## config.mk

```make
export PLATFORM = sky130hd
export DESIGN_NAME = axi_mst_write_burst_flat
export DESIGN_NICKNAME = d
export VERILOG_FILES = /design/src/rtl/axi_mst_write_burst_if.sv /design/src/rtl/axi_mst_write_burst.sv /design/src/flat_wrapper.sv
export SDC_FILE = /design/constraint.sdc
export NUM_CORES = 2
export LEC_CHECK = 0
export CAP_MARGIN = 5
export CORE_MARGIN = 4
export CORE_UTILIZATION = 49
export CTS_CLUSTER_DIAMETER = 120
export DETAILED_ROUTE_END_ITERATION = 10
export GPL_TIMING_DRIVEN = 0
export PLACE_DENSITY = 0.68
export SLEW_MARGIN = 20
export SYNTH_ARGS = -nofsm -noshare
export SYNTH_HDL_FRONTEND = slang
export SYNTH_SLANG_ARGS = --single-unit
```

## constraint.sdc

```tcl
create_clock -name clk -period 8.1 [get_ports clk]
set_input_delay 1.62 -clock clk [delete_from_list [all_inputs] [get_ports clk]]
set_output_delay 1.62 -clock clk [all_outputs]
set_load 0.02 [all_outputs]
```

## src/rtl/axi_mst_write_burst_if.sv

```systemverilog
// AXI4 write-only bundle (AW, W, B channels) used by axi_mst_write_burst.
interface axi_mst_write_burst_if #(
    parameter int ID_WIDTH   = 1,
    parameter int DATA_WIDTH = 64
);
    logic [ID_WIDTH-1:0]     awid;
    logic [31:0]             awaddr;
    logic [7:0]              awlen;
    logic [2:0]              awsize;
    logic [1:0]              awburst;
    logic                    awlock;
    logic [3:0]              awcache;
    logic [2:0]              awprot;
    logic [3:0]              awregion;
    logic [3:0]              awqos;
    logic                    awvalid;
    logic                    awready;

    logic [DATA_WIDTH-1:0]   wdata;
    logic [DATA_WIDTH/8-1:0] wstrb;
    logic                    wlast;
    logic                    wvalid;
    logic                    wready;

    logic [ID_WIDTH-1:0]     bid;
    logic [1:0]              bresp;
    logic                    bvalid;
    logic                    bready;

    modport master (
        output awid, awaddr, awlen, awsize, awburst, awlock, awcache, awprot,
               awregion, awqos, awvalid,
        input  awready,
        output wdata, wstrb, wlast, wvalid,
        input  wready,
        input  bid, bresp, bvalid,
        output bready
    );

    modport slave (
        input  awid, awaddr, awlen, awsize, awburst, awlock, awcache, awprot,
               awregion, awqos, awvalid,
        output awready,
        input  wdata, wstrb, wlast, wvalid,
        output wready,
        output bid, bresp, bvalid,
        input  bready
    );
endinterface

```

## src/rtl/axi_mst_write_burst.sv

```systemverilog
// Streams s_axis data out as NBURST AXI4 INCR write bursts of BLEN+1 beats each.
// Define AXI_MST_WRITE_BURST_ERRCNT_EN to add the saturating ERR_CNT error-response counter.
module axi_mst_write_burst #(
    parameter int ID_WIDTH   = 1,
    parameter int DATA_WIDTH = 64,
    parameter int FIFO_DEPTH = 32,
    parameter int MAX_OUTST  = 4
) (
    input  logic                  clk,
    input  logic                  rstn,
    input  logic                  trigger,
    axi_mst_write_burst_if.master m_axi,
    input  logic [DATA_WIDTH-1:0] s_axis_tdata,
    input  logic                  s_axis_tvalid,
    output logic                  s_axis_tready,
    input  logic                  START_REG,
    input  logic [31:0]           ADDR_REG,
    input  logic [31:0]           NBURST_REG,
    input  logic [7:0]            BLEN_REG,
    output logic                  BUSY,
    output logic                  DONE,
    output logic                  ERR
`ifdef AXI_MST_WRITE_BURST_ERRCNT_EN
    ,
    output logic [15:0]           ERR_CNT
`endif
);
    localparam int         BB_SHIFT  = $clog2(DATA_WIDTH / 8);
    localparam int         PTR_W     = $clog2(FIFO_DEPTH);
    localparam logic [3:0] OUTST_MAX = 4'(MAX_OUTST);

    typedef enum logic [2:0] {
        S_IDLE,
        S_ARM,
        S_LATCH,
        S_RUN,
        S_DRAIN,
        S_DONE
    } state_t;

    // Reset asserts asynchronously but releases two clocks after rstn rises.
    logic [1:0] rst_sync_reg;
    logic       rst_int_n;

    always_ff @(posedge clk or negedge rstn) begin
        if (!rstn) rst_sync_reg <= '0;
        else       rst_sync_reg <= {rst_sync_reg[0], 1'b1};
    end
    assign rst_int_n = rst_sync_reg[1];

    logic [1:0] start_sync_reg;
    logic [1:0] trig_sync_reg;
    logic       start_sync;
    logic       trig_sync;

    always_ff @(posedge clk or negedge rst_int_n) begin
        if (!rst_int_n) begin
            start_sync_reg <= '0;
            trig_sync_reg  <= '0;
        end else begin
            start_sync_reg <= {start_sync_reg[0], START_REG};
            trig_sync_reg  <= {trig_sync_reg[0], trigger};
        end
    end
    assign start_sync = start_sync_reg[1];
    assign trig_sync  = trig_sync_reg[1];

    state_t      state_reg, state_next;
    logic [31:0] addr_reg;
    logic [31:0] nburst_reg;
    logic [7:0]  blen_reg;
    logic [31:0] burst_bytes_reg;
    logic [31:0] aw_cnt_reg;
    logic [31:0] w_cnt_reg;
    logic [3:0]  outst_reg;
    logic [7:0]  beat_reg;
    logic        w_active_reg;
    logic        err_reg;

    logic awvalid_c, bready_c, busy_c, done_c, wvalid_c;
    logic aw_hs, w_hs, b_hs;
    logic fifo_empty, fifo_full, fifo_push;

    assign aw_hs = awvalid_c && m_axi.awready;
    assign w_hs  = wvalid_c && m_axi.wready;
    assign b_hs  = m_axi.bvalid && bready_c;

    always_ff @(posedge clk or negedge rst_int_n) begin
        if (!rst_int_n) state_reg <= S_IDLE;
        else            state_reg <= state_next;
    end

    always_comb begin
        state_next = state_reg;
        awvalid_c  = 1'b0;
        bready_c   = 1'b0;
        busy_c     = 1'b0;
        done_c     = 1'b0;
        case (state_reg)
            S_IDLE:  if (start_sync) state_next = S_ARM;
            S_ARM:   if (trig_sync) state_next = S_LATCH;
            S_LATCH: begin
                busy_c     = 1'b1;
                state_next = (NBURST_REG == 32'd0) ? S_DONE : S_RUN;
            end
            S_RUN: begin
                busy_c    = 1'b1;
                bready_c  = 1'b1;
                awvalid_c = (aw_cnt_reg < nburst_reg) && (outst_reg < OUTST_MAX);
                if (aw_cnt_reg == nburst_reg && w_cnt_reg == nburst_reg)
                    state_next = S_DRAIN;
            end
            S_DRAIN: begin
                busy_c   = 1'b1;
                bready_c = 1'b1;
                if (outst_reg == 4'd0) state_next = S_DONE;
            end
            S_DONE: begin
                busy_c = 1'b1;
                done_c = 1'b1;
                if (!trig_sync && !start_sync) state_next = S_IDLE;
            end
            default: state_next = S_IDLE;
        endcase
    end

    always_ff @(posedge clk or negedge rst_int_n) begin
        if (!rst_int_n) begin
            addr_reg        <= '0;
            nburst_reg      <= '0;
            blen_reg        <= '0;
            burst_bytes_reg <= '0;
            aw_cnt_reg      <= '0;
            w_cnt_reg       <= '0;
            outst_reg       <= '0;
            beat_reg        <= '0;
            w_active_reg    <= 1'b0;
            err_reg         <= 1'b0;
        end else if (state_reg == S_LATCH) begin
            addr_reg        <= ADDR_REG;
            nburst_reg      <= NBURST_REG;
            blen_reg        <= BLEN_REG;
            burst_bytes_reg <= (32'(BLEN_REG) + 32'd1) << BB_SHIFT;
            aw_cnt_reg      <= '0;
            w_cnt_reg       <= '0;
            outst_reg       <= '0;
            beat_reg        <= '0;
            w_active_reg    <= 1'b0;
            err_reg         <= 1'b0;
        end else begin
            if (aw_hs) begin
                addr_reg   <= addr_reg + burst_bytes_reg;
                aw_cnt_reg <= aw_cnt_reg + 32'd1;
            end
            if (aw_hs && !b_hs)
                outst_reg <= outst_reg + 4'd1;
            else if (b_hs && !aw_hs && outst_reg != 4'd0)
                outst_reg <= outst_reg - 4'd1;
            if (b_hs && m_axi.bresp != 2'b00)
                err_reg <= 1'b1;
            // A W burst may only open once its AW has been accepted.
            if (!w_active_reg) begin
                if (state_reg == S_RUN && w_cnt_reg < aw_cnt_reg)
                    w_active_reg <= 1'b1;
            end else if (w_hs) begin
                if (beat_reg == blen_reg) begin
                    w_active_reg <= 1'b0;
                    beat_reg     <= '0;
                    w_cnt_reg    <= w_cnt_reg + 32'd1;
                end else begin
                    beat_reg <= beat_reg + 8'd1;
                end
            end
        end
    end

    // First-word fall-through FIFO; extra pointer bit separates full from empty.
    logic [DATA_WIDTH-1:0] fifo_mem [FIFO_DEPTH];
    logic [PTR_W:0]        wr_ptr_reg;
    logic [PTR_W:0]        rd_ptr_reg;

    assign fifo_empty = (wr_ptr_reg == rd_ptr_reg);
    assign fifo_full  = (wr_ptr_reg[PTR_W] != rd_ptr_reg[PTR_W]) &&
                        (wr_ptr_reg[PTR_W-1:0] == rd_ptr_reg[PTR_W-1:0]);
    assign fifo_push  = s_axis_tvalid && !fifo_full;

    always_ff @(posedge clk) begin
        if (fifo_push) fifo_mem[wr_ptr_reg[PTR_W-1:0]] <= s_axis_tdata;
    end

    always_ff @(posedge clk or negedge rst_int_n) begin
        if (!rst_int_n) begin
            wr_ptr_reg <= '0;
            rd_ptr_reg <= '0;
        end else begin
            if (fifo_push) wr_ptr_reg <= wr_ptr_reg + 1'b1;
            if (w_hs)      rd_ptr_reg <= rd_ptr_reg + 1'b1;
        end
    end

`ifdef AXI_MST_WRITE_BURST_ERRCNT_EN
    logic [15:0] err_cnt_reg;

    always_ff @(posedge clk or negedge rst_int_n) begin
        if (!rst_int_n)
            err_cnt_reg <= '0;
        else if (state_reg == S_LATCH)
            err_cnt_reg <= '0;
        else if (b_hs && m_axi.bresp != 2'b00 && err_cnt_reg != 16'hFFFF)
            err_cnt_reg <= err_cnt_reg + 16'd1;
    end
    assign ERR_CNT = err_cnt_reg;
`endif

    assign wvalid_c      = w_active_reg && !fifo_empty;
    assign s_axis_tready = !fifo_full;

    assign m_axi.awid     = '0;
    assign m_axi.awaddr   = addr_reg;
    assign m_axi.awlen    = blen_reg;
    assign m_axi.awsize   = 3'(BB_SHIFT);
    assign m_axi.awburst  = 2'b01;
    assign m_axi.awlock   = 1'b0;
    assign m_axi.awcache  = 4'b0000;
    assign m_axi.awprot   = 3'b010;
    assign m_axi.awregion = 4'b0000;
    assign m_axi.awqos    = 4'b0000;
    assign m_axi.awvalid  = awvalid_c;
    assign m_axi.wdata    = fifo_mem[rd_ptr_reg[PTR_W-1:0]];
    assign m_axi.wstrb    = '1;
    assign m_axi.wlast    = w_active_reg && (beat_reg == blen_reg);
    assign m_axi.wvalid   = wvalid_c;
    assign m_axi.bready   = bready_c;

    assign BUSY = busy_c;
    assign DONE = done_c;
    assign ERR  = err_reg;

    // Response IDs carry no information for a single-ID master.
    logic unused_bid;
    assign unused_bid = ^m_axi.bid;
endmodule

```

## src/flat_wrapper.sv

```systemverilog
// flat-port wrapper written by rule: the top's interface ports become plain ports
module axi_mst_write_burst_flat 
#(
    parameter int ID_WIDTH   = 1,
    parameter int DATA_WIDTH = 64,
    parameter int FIFO_DEPTH = 32,
    parameter int MAX_OUTST  = 4
)
  (clk, rstn, trigger, s_axis_tdata, s_axis_tvalid, s_axis_tready, START_REG, ADDR_REG, NBURST_REG, BLEN_REG, BUSY, DONE, ERR, m_axi_awid, m_axi_awaddr, m_axi_awlen, m_axi_awsize, m_axi_awburst, m_axi_awlock, m_axi_awcache, m_axi_awprot, m_axi_awregion, m_axi_awqos, m_axi_awvalid, m_axi_awready, m_axi_wdata, m_axi_wstrb, m_axi_wlast, m_axi_wvalid, m_axi_wready, m_axi_bid, m_axi_bresp, m_axi_bvalid, m_axi_bready);
  axi_mst_write_burst_if #(.ID_WIDTH(ID_WIDTH), .DATA_WIDTH(DATA_WIDTH)) m_axi_i ();
  input  logic clk;
  input  logic rstn;
  input  logic trigger;
  input  logic [DATA_WIDTH-1:0] s_axis_tdata;
  input  logic s_axis_tvalid;
  output logic s_axis_tready;
  input  logic START_REG;
  input  logic [31:0] ADDR_REG;
  input  logic [31:0] NBURST_REG;
  input  logic [7:0] BLEN_REG;
  output logic BUSY;
  output logic DONE;
  output logic ERR;
  output wire logic [$bits(m_axi_i.awid)-1:0] m_axi_awid;
  output wire logic [$bits(m_axi_i.awaddr)-1:0] m_axi_awaddr;
  output wire logic [$bits(m_axi_i.awlen)-1:0] m_axi_awlen;
  output wire logic [$bits(m_axi_i.awsize)-1:0] m_axi_awsize;
  output wire logic [$bits(m_axi_i.awburst)-1:0] m_axi_awburst;
  output wire logic [$bits(m_axi_i.awlock)-1:0] m_axi_awlock;
  output wire logic [$bits(m_axi_i.awcache)-1:0] m_axi_awcache;
  output wire logic [$bits(m_axi_i.awprot)-1:0] m_axi_awprot;
  output wire logic [$bits(m_axi_i.awregion)-1:0] m_axi_awregion;
  output wire logic [$bits(m_axi_i.awqos)-1:0] m_axi_awqos;
  output wire logic [$bits(m_axi_i.awvalid)-1:0] m_axi_awvalid;
  input wire logic [$bits(m_axi_i.awready)-1:0] m_axi_awready;
  output wire logic [$bits(m_axi_i.wdata)-1:0] m_axi_wdata;
  output wire logic [$bits(m_axi_i.wstrb)-1:0] m_axi_wstrb;
  output wire logic [$bits(m_axi_i.wlast)-1:0] m_axi_wlast;
  output wire logic [$bits(m_axi_i.wvalid)-1:0] m_axi_wvalid;
  input wire logic [$bits(m_axi_i.wready)-1:0] m_axi_wready;
  input wire logic [$bits(m_axi_i.bid)-1:0] m_axi_bid;
  input wire logic [$bits(m_axi_i.bresp)-1:0] m_axi_bresp;
  input wire logic [$bits(m_axi_i.bvalid)-1:0] m_axi_bvalid;
  output wire logic [$bits(m_axi_i.bready)-1:0] m_axi_bready;
  assign m_axi_awid = m_axi_i.awid;
  assign m_axi_awaddr = m_axi_i.awaddr;
  assign m_axi_awlen = m_axi_i.awlen;
  assign m_axi_awsize = m_axi_i.awsize;
  assign m_axi_awburst = m_axi_i.awburst;
  assign m_axi_awlock = m_axi_i.awlock;
  assign m_axi_awcache = m_axi_i.awcache;
  assign m_axi_awprot = m_axi_i.awprot;
  assign m_axi_awregion = m_axi_i.awregion;
  assign m_axi_awqos = m_axi_i.awqos;
  assign m_axi_awvalid = m_axi_i.awvalid;
  assign m_axi_i.awready = m_axi_awready;
  assign m_axi_wdata = m_axi_i.wdata;
  assign m_axi_wstrb = m_axi_i.wstrb;
  assign m_axi_wlast = m_axi_i.wlast;
  assign m_axi_wvalid = m_axi_i.wvalid;
  assign m_axi_i.wready = m_axi_wready;
  assign m_axi_i.bid = m_axi_bid;
  assign m_axi_i.bresp = m_axi_bresp;
  assign m_axi_i.bvalid = m_axi_bvalid;
  assign m_axi_bready = m_axi_i.bready;
  axi_mst_write_burst #(.ID_WIDTH(ID_WIDTH), .DATA_WIDTH(DATA_WIDTH), .FIFO_DEPTH(FIFO_DEPTH), .MAX_OUTST(MAX_OUTST)) u_core (.clk(clk), .rstn(rstn), .trigger(trigger), .m_axi(m_axi_i), .s_axis_tdata(s_axis_tdata), .s_axis_tvalid(s_axis_tvalid), .s_axis_tready(s_axis_tready), .START_REG(START_REG), .ADDR_REG(ADDR_REG), .NBURST_REG(NBURST_REG), .BLEN_REG(BLEN_REG), .BUSY(BUSY), .DONE(DONE), .ERR(ERR));
endmodule
```

-- After elaboration in Yosys (flattened, before gate mapping)
Memories as Yosys holds them, arrays and structs flattened.
Index checks and enable logic that the tools add are counted.
- logic and storage cells: 117
- memories kept: 1
- output and inout port bits: 142
- memory bits (writable): 2048
- register bits after elaboration: 200
- memory list (name ; depth ; bits a word ; read ports ; clocked after memory_dff ; write ports ; line ; source):
    u_core.fifo_mem ; 32 ; 64 ; 1 ; 0 ; 1 ; axi_mst_write_burst.sv:178 ; logic [DATA_WIDTH-1:0] fifo_mem [FIFO_DEPTH];
- equality and inequality tests: 16
- magnitude comparators: 3
- add/subtract/negate cells: 9
- muxes and demuxes: 35
- reduce and logical (&&, ||, !) cells: 37
- operators with widths (cell ; count):
    32-bit 2-to-1 mux ; 8
    32-bit by 1-bit adder with 32-bit output (second input constant) ; 2
    32-bit == test ; 2
    32-bit less-than comparator ; 2
    32-bit adder ; 1
    32-bit logical NOT ; 1
    8-bit 2-to-1 mux ; 4
    3-bit 2-to-1 mux ; 6
    3-bit case mux with 6 select lines ; 1
    1-bit logical AND ; 15
    1-bit 2-to-1 mux ; 13
    6-bit by 1-bit adder with 6-bit output (second input constant) ; 2
    4-bit 2-to-1 mux ; 3
    2-bit nonzero test ; 6
    2-bit by 1-bit inequality test with 1-bit output (second input constant) ; 5
    8-bit by 1-bit adder with 9-bit output (second input constant) ; 1
    8-bit by 1-bit adder with 8-bit output (second input constant) ; 1
    8-bit == test ; 1
    3-bit by 2-bit == test with 1-bit output (second input constant) ; 2
    3-bit == test (second input constant) ; 2
    6-bit == test ; 1
    1-bit logical NOT ; 6
    5-bit == test ; 1
    5-bit AND reduction ; 1
    other kinds (13) ; 13

-- Longest topological paths before layout
- word-level depth: 10
- depth in mapped cells: 16

-- Least setup slack after synthesis
No wires, ideal clock.
- path kind: input to register
- start point: input s_axis_tvalid
- end point: memory u_core.fifo_mem[31][0] (enable)
- stages on the path: 5
- required time: 7.613 ns
- buffers on the path: 2
- arrival time: 4.964 ns
- setup time: 0.487 ns
- setup slack: 2.649 ns
- path through: and2_1 > clkbuf_1 > nand2_1 > clkbuf_1 > nor2_1
- longest elaborated chain between the ends: 3
- ends and longest elaborated chain (what ; line ; source):
    from (decl) ; flat_wrapper.sv:15 ; input logic s_axis_tvalid;
    1-bit logical AND ; axi_mst_write_burst.sv:185 ; assign fifo_push = s_axis_tvalid && !fifo_full;
    1-bit 2-to-1 mux ; axi_mst_write_burst.sv:188 ; if (fifo_push) fifo_mem[wr_ptr_reg[PTR_W-1:0]] <= s_axis_tdata;
    1-bit 2-to-1 mux (implied by the code) ; axi_mst_write_burst.sv:188 ;
    to (decl) ; axi_mst_write_burst.sv:178 ;
No other way between the ends.

-- Worst setup path in the final report
- start point: register u_core.rd_ptr_reg[1]
- end point: output m_axi_wdata[19]
- longest elaborated chain between the ends: 1
- ends and longest elaborated chain (what ; line ; source):
    from (decl) ; axi_mst_write_burst.sv:180 ; logic [PTR_W:0] rd_ptr_reg;
    from (signal assigned) ; axi_mst_write_burst.sv:197 ; if (w_hs) rd_ptr_reg <= rd_ptr_reg + 1'b1;
    memory read 32 x 64 bit ; - ;
    to (decl) ; flat_wrapper.sv:36 ; output wire logic [$bits(m_axi_i.wdata)-1:0] m_axi_wdata;
No other way between the ends.

==> metrics.md <==
| Metric | Value |
|---|---|
| Run status | completed |
| Die height | 434 um |
| Via count | 46300 |
| Number of synthesized register bits | 2228 |
| I/O pin cnt | 289 |
| Proportion of power drawn by flip-flops and latches | 0.388 |
| Post-Syn Area | 89000 um2 |
| DR pass1 iterations | 6 |
| Post-synth EDFFs | 2048 |
| DR vias/cell | 6.18 |
| Clock share of power | 0.283 |
| IO buf count | 257 |
| Maximum vdd drop | 0.000276 V |
| Final min period | 7.41 ns |
| Gates resized, CTS repair | 0 |
| Most frequent cells in the layout | edfxtp_1, mux4_2, clkdlybuf4s50_1 |
| Endpoints failing setup | 0 |
| Detailed placer's ending HPWL | 152000 um |
| RSZ-0062 raised after global routing | false |
| Global-route wire length before repair | 333000 um |
| Synthesis Warnings | 0 |
| Clk_lat worst skew | 0.87 ns |
| Initial DRC count | 5642 |
| Crit share post-route | 0.915 |
| Layout cells sized above 1 | 0.263 |
| Final Skew | 0.0835 ns |
| Switch share | 0.311 |
| Cell variety after synth | 59 |
| Setup TNS | 0 ns |
| Worst-path cell chain | clkbuf_1 -> clkbuf_1 -> clkbuf_1 -> mux4_2 -> mux4_2 -> mux2_2 -> clkdlybuf4s50_1 |
| Slew Viols, Final | 0 |
| Routed wire per std cell | 30.8 um |
| Die Wd | 434 um |
| Longest Clk Path Bufs | 3 |
| Initial Util | 0.493 |
| Clk root buf | clkbuf_16 |
| GRT Overall Usage | 0.247 |
| Cell leakage power | 0.0343 uW |
| Cts hold-fix bufs | 0 |
| CP required | 6.48 ns |
| GRT Residual Overflow | 0 |
| Slowest cell on the critical path | clkbuf_1 |
| Power density over cell area | 337 nW/um2 |
| Maxcap violations | 0 |
| Most used cell, CP | clkbuf_1 |
| Seq/Total Area, Yosys | 0.742 |
| Pin count of the biggest net entering global routing | 52 |
| CP Max Fanout | 10 |
| Critical path type | reg2out |
| Post-route ant nets | 0 |
| CTS Buf Count | 217 |
| Logic pwr share | 0.330 |
| Worst Slack Setup Final | 0.690 ns |
| Max frequency | 135 MHz |
| CP Capture Type | primary output |
| Max reg flops | 2048 |
| Critical path's largest stage delay | 0.96 ns |
| CP delay by family, top | buffers and inverters |
| P&R area growth vs syn | 18.3% |
| CTS H-tree lvls | 4 |
| Worst slew pin tran | 1.20 ns |
| Post-CTS Setup Inserts | 0 |
| Total wire length | 231000 um |
| Std cell rows | 156 |
| Arrival time at the worst endpoint | 5.79 ns |
| Die area | 188000 um2 |
| Clock-pin transition on the worst setup and hold timing paths | 0.06 ns |
| Post-Syn Area per Cell | 20.8 um2 |
| Asr flop ratio synth | 0.0808 |
| Routability Congestion | 0.879 |
| Core area | 181000 um2 |
| Sw power | 11000 uW |
| Vias in the first global route | 46700 |
| WP buf/inv | 4 |
| Place WS | 1.56 ns |
| Top FF cell, synth | edfxtp_1 |
| CTS tree | built |
| Most common cell after layout, fill and taps aside | edfxtp_1 |
| Synth Instances | 4276 |
| Sink Count | 2228 |
| Nets | 5153 |
| HP Class | reg2async |
| Max-slew headroom | 0.198 |
| Startpoint types | flop |
| WHS | 0.307 ns |
| Pint | 24500 uW |
| Final hold violations | 0 |
| Drt drc | 0 |
| Initial antenna violation count | 10 |
## final timing paths
path / endpoint / start / cells past startpoint / slack, ns
setup / recovery: m_axi_wdata[19] / u_core.rd_ptr_reg[1] / 7 / 0.69
hold / removal: u_core.m_axi.awaddr[24] / u_core.rst_sync_reg[1] / 0 / 0.31
setup reg to reg: u_core.fifo_mem[29][4] / u_core.rd_ptr_reg[3] / 11 / 3.31
hold reg to reg: u_core.m_axi.awaddr[24] / u_core.rst_sync_reg[1] / 0 / 0.31
max in group asynchronous: u_core.rst_sync_reg[1] / rstn / 1 / 6.99
min in group clk: u_core.start_sync_reg[1] / u_core.start_sync_reg[0] / 0 / 0.35
## synthesized netlist by cell type (all sizes together) (13+ instances only)
master     n  area share
a21o      16      0.0014
a21oi     39      0.0022
a31oi     24      0.0017
and3      21      0.0015
buf       85      0.0052
clkbuf   150      0.0063
dfrtp    180       0.051
edfxtp  2048        0.69
ha        83       0.012
inv       93      0.0039
mux2      86       0.011
mux2i     13      0.0015
mux4     640        0.16
nand2    171      0.0072
nand3     37      0.0021
nand4     40      0.0028
nor2     167      0.0070
nor3      30      0.0017
nor4      34      0.0025
o21ai     90      0.0051
or3       21      0.0015
xnor2     77      0.0076
xor2      24      0.0024
## routing by layer
| layer | routed length, um | GRT usage | vias to the layer above |
|---|---|---|---|
| li1 | - | - | 18900 |
| met1 | 88000 | 0.333 | 24600 |
| met2 | 116000 | 0.410 | 2381 |
| met3 | 18800 | 0.0444 | 439 |
| met4 | 8280 | 0.0846 | 0 |
| met5 | 0 | 0 | - |
## logic make-up after synthesis
family	synth area share
flip-flops	0.742
multiplexers	0.174
AND/OR/NAND/NOR	0.0311
buffers and inverters	0.0155
AO/OA/AOI/OAI	0.0148
XOR/XNOR	0.00994
adder cells (fa/ha/maj)	0.0121
other	0.0000844
## cell type report
type                            count  area (um2)
Sequential cell                  2228       66000
Clock inverter                    135        1390
Timing Repair Buffer              397        5740
Tap cell                         2370        2970
Antenna cell                       13        32.5
Clock buffer                      276        5750
Fill cell                       12700       75300
Inverter                           93         349
Buffer                            235        1090
Multi-Input combinational cell   1749       21900
## through the flow
step	total power, uW	cells	util	area [um2]
floorplan	21000	4305	-	89100
global placement	25400	6932	0.524	94600
detailed placement	25800	7070	0.544	98100
CTS	35800	7481	0.583	105000
global route	36900	7488	0.583	105000
finish	35500	7496	0.583	105000
## power by group through the flow
stage	clock, uW	combinational [uW]	sequential (uW)
4_1_cts	10200	11800	13800
3_3_place_gp	0	11200	14100
3_5_place_dp	0	11800	14000
6_report	10000	11700	13800
2_1_floorplan	0	6960	14000
5_1_grt	10700	12300	13800
No activity file was read; power rests on OpenSTA's default activity.
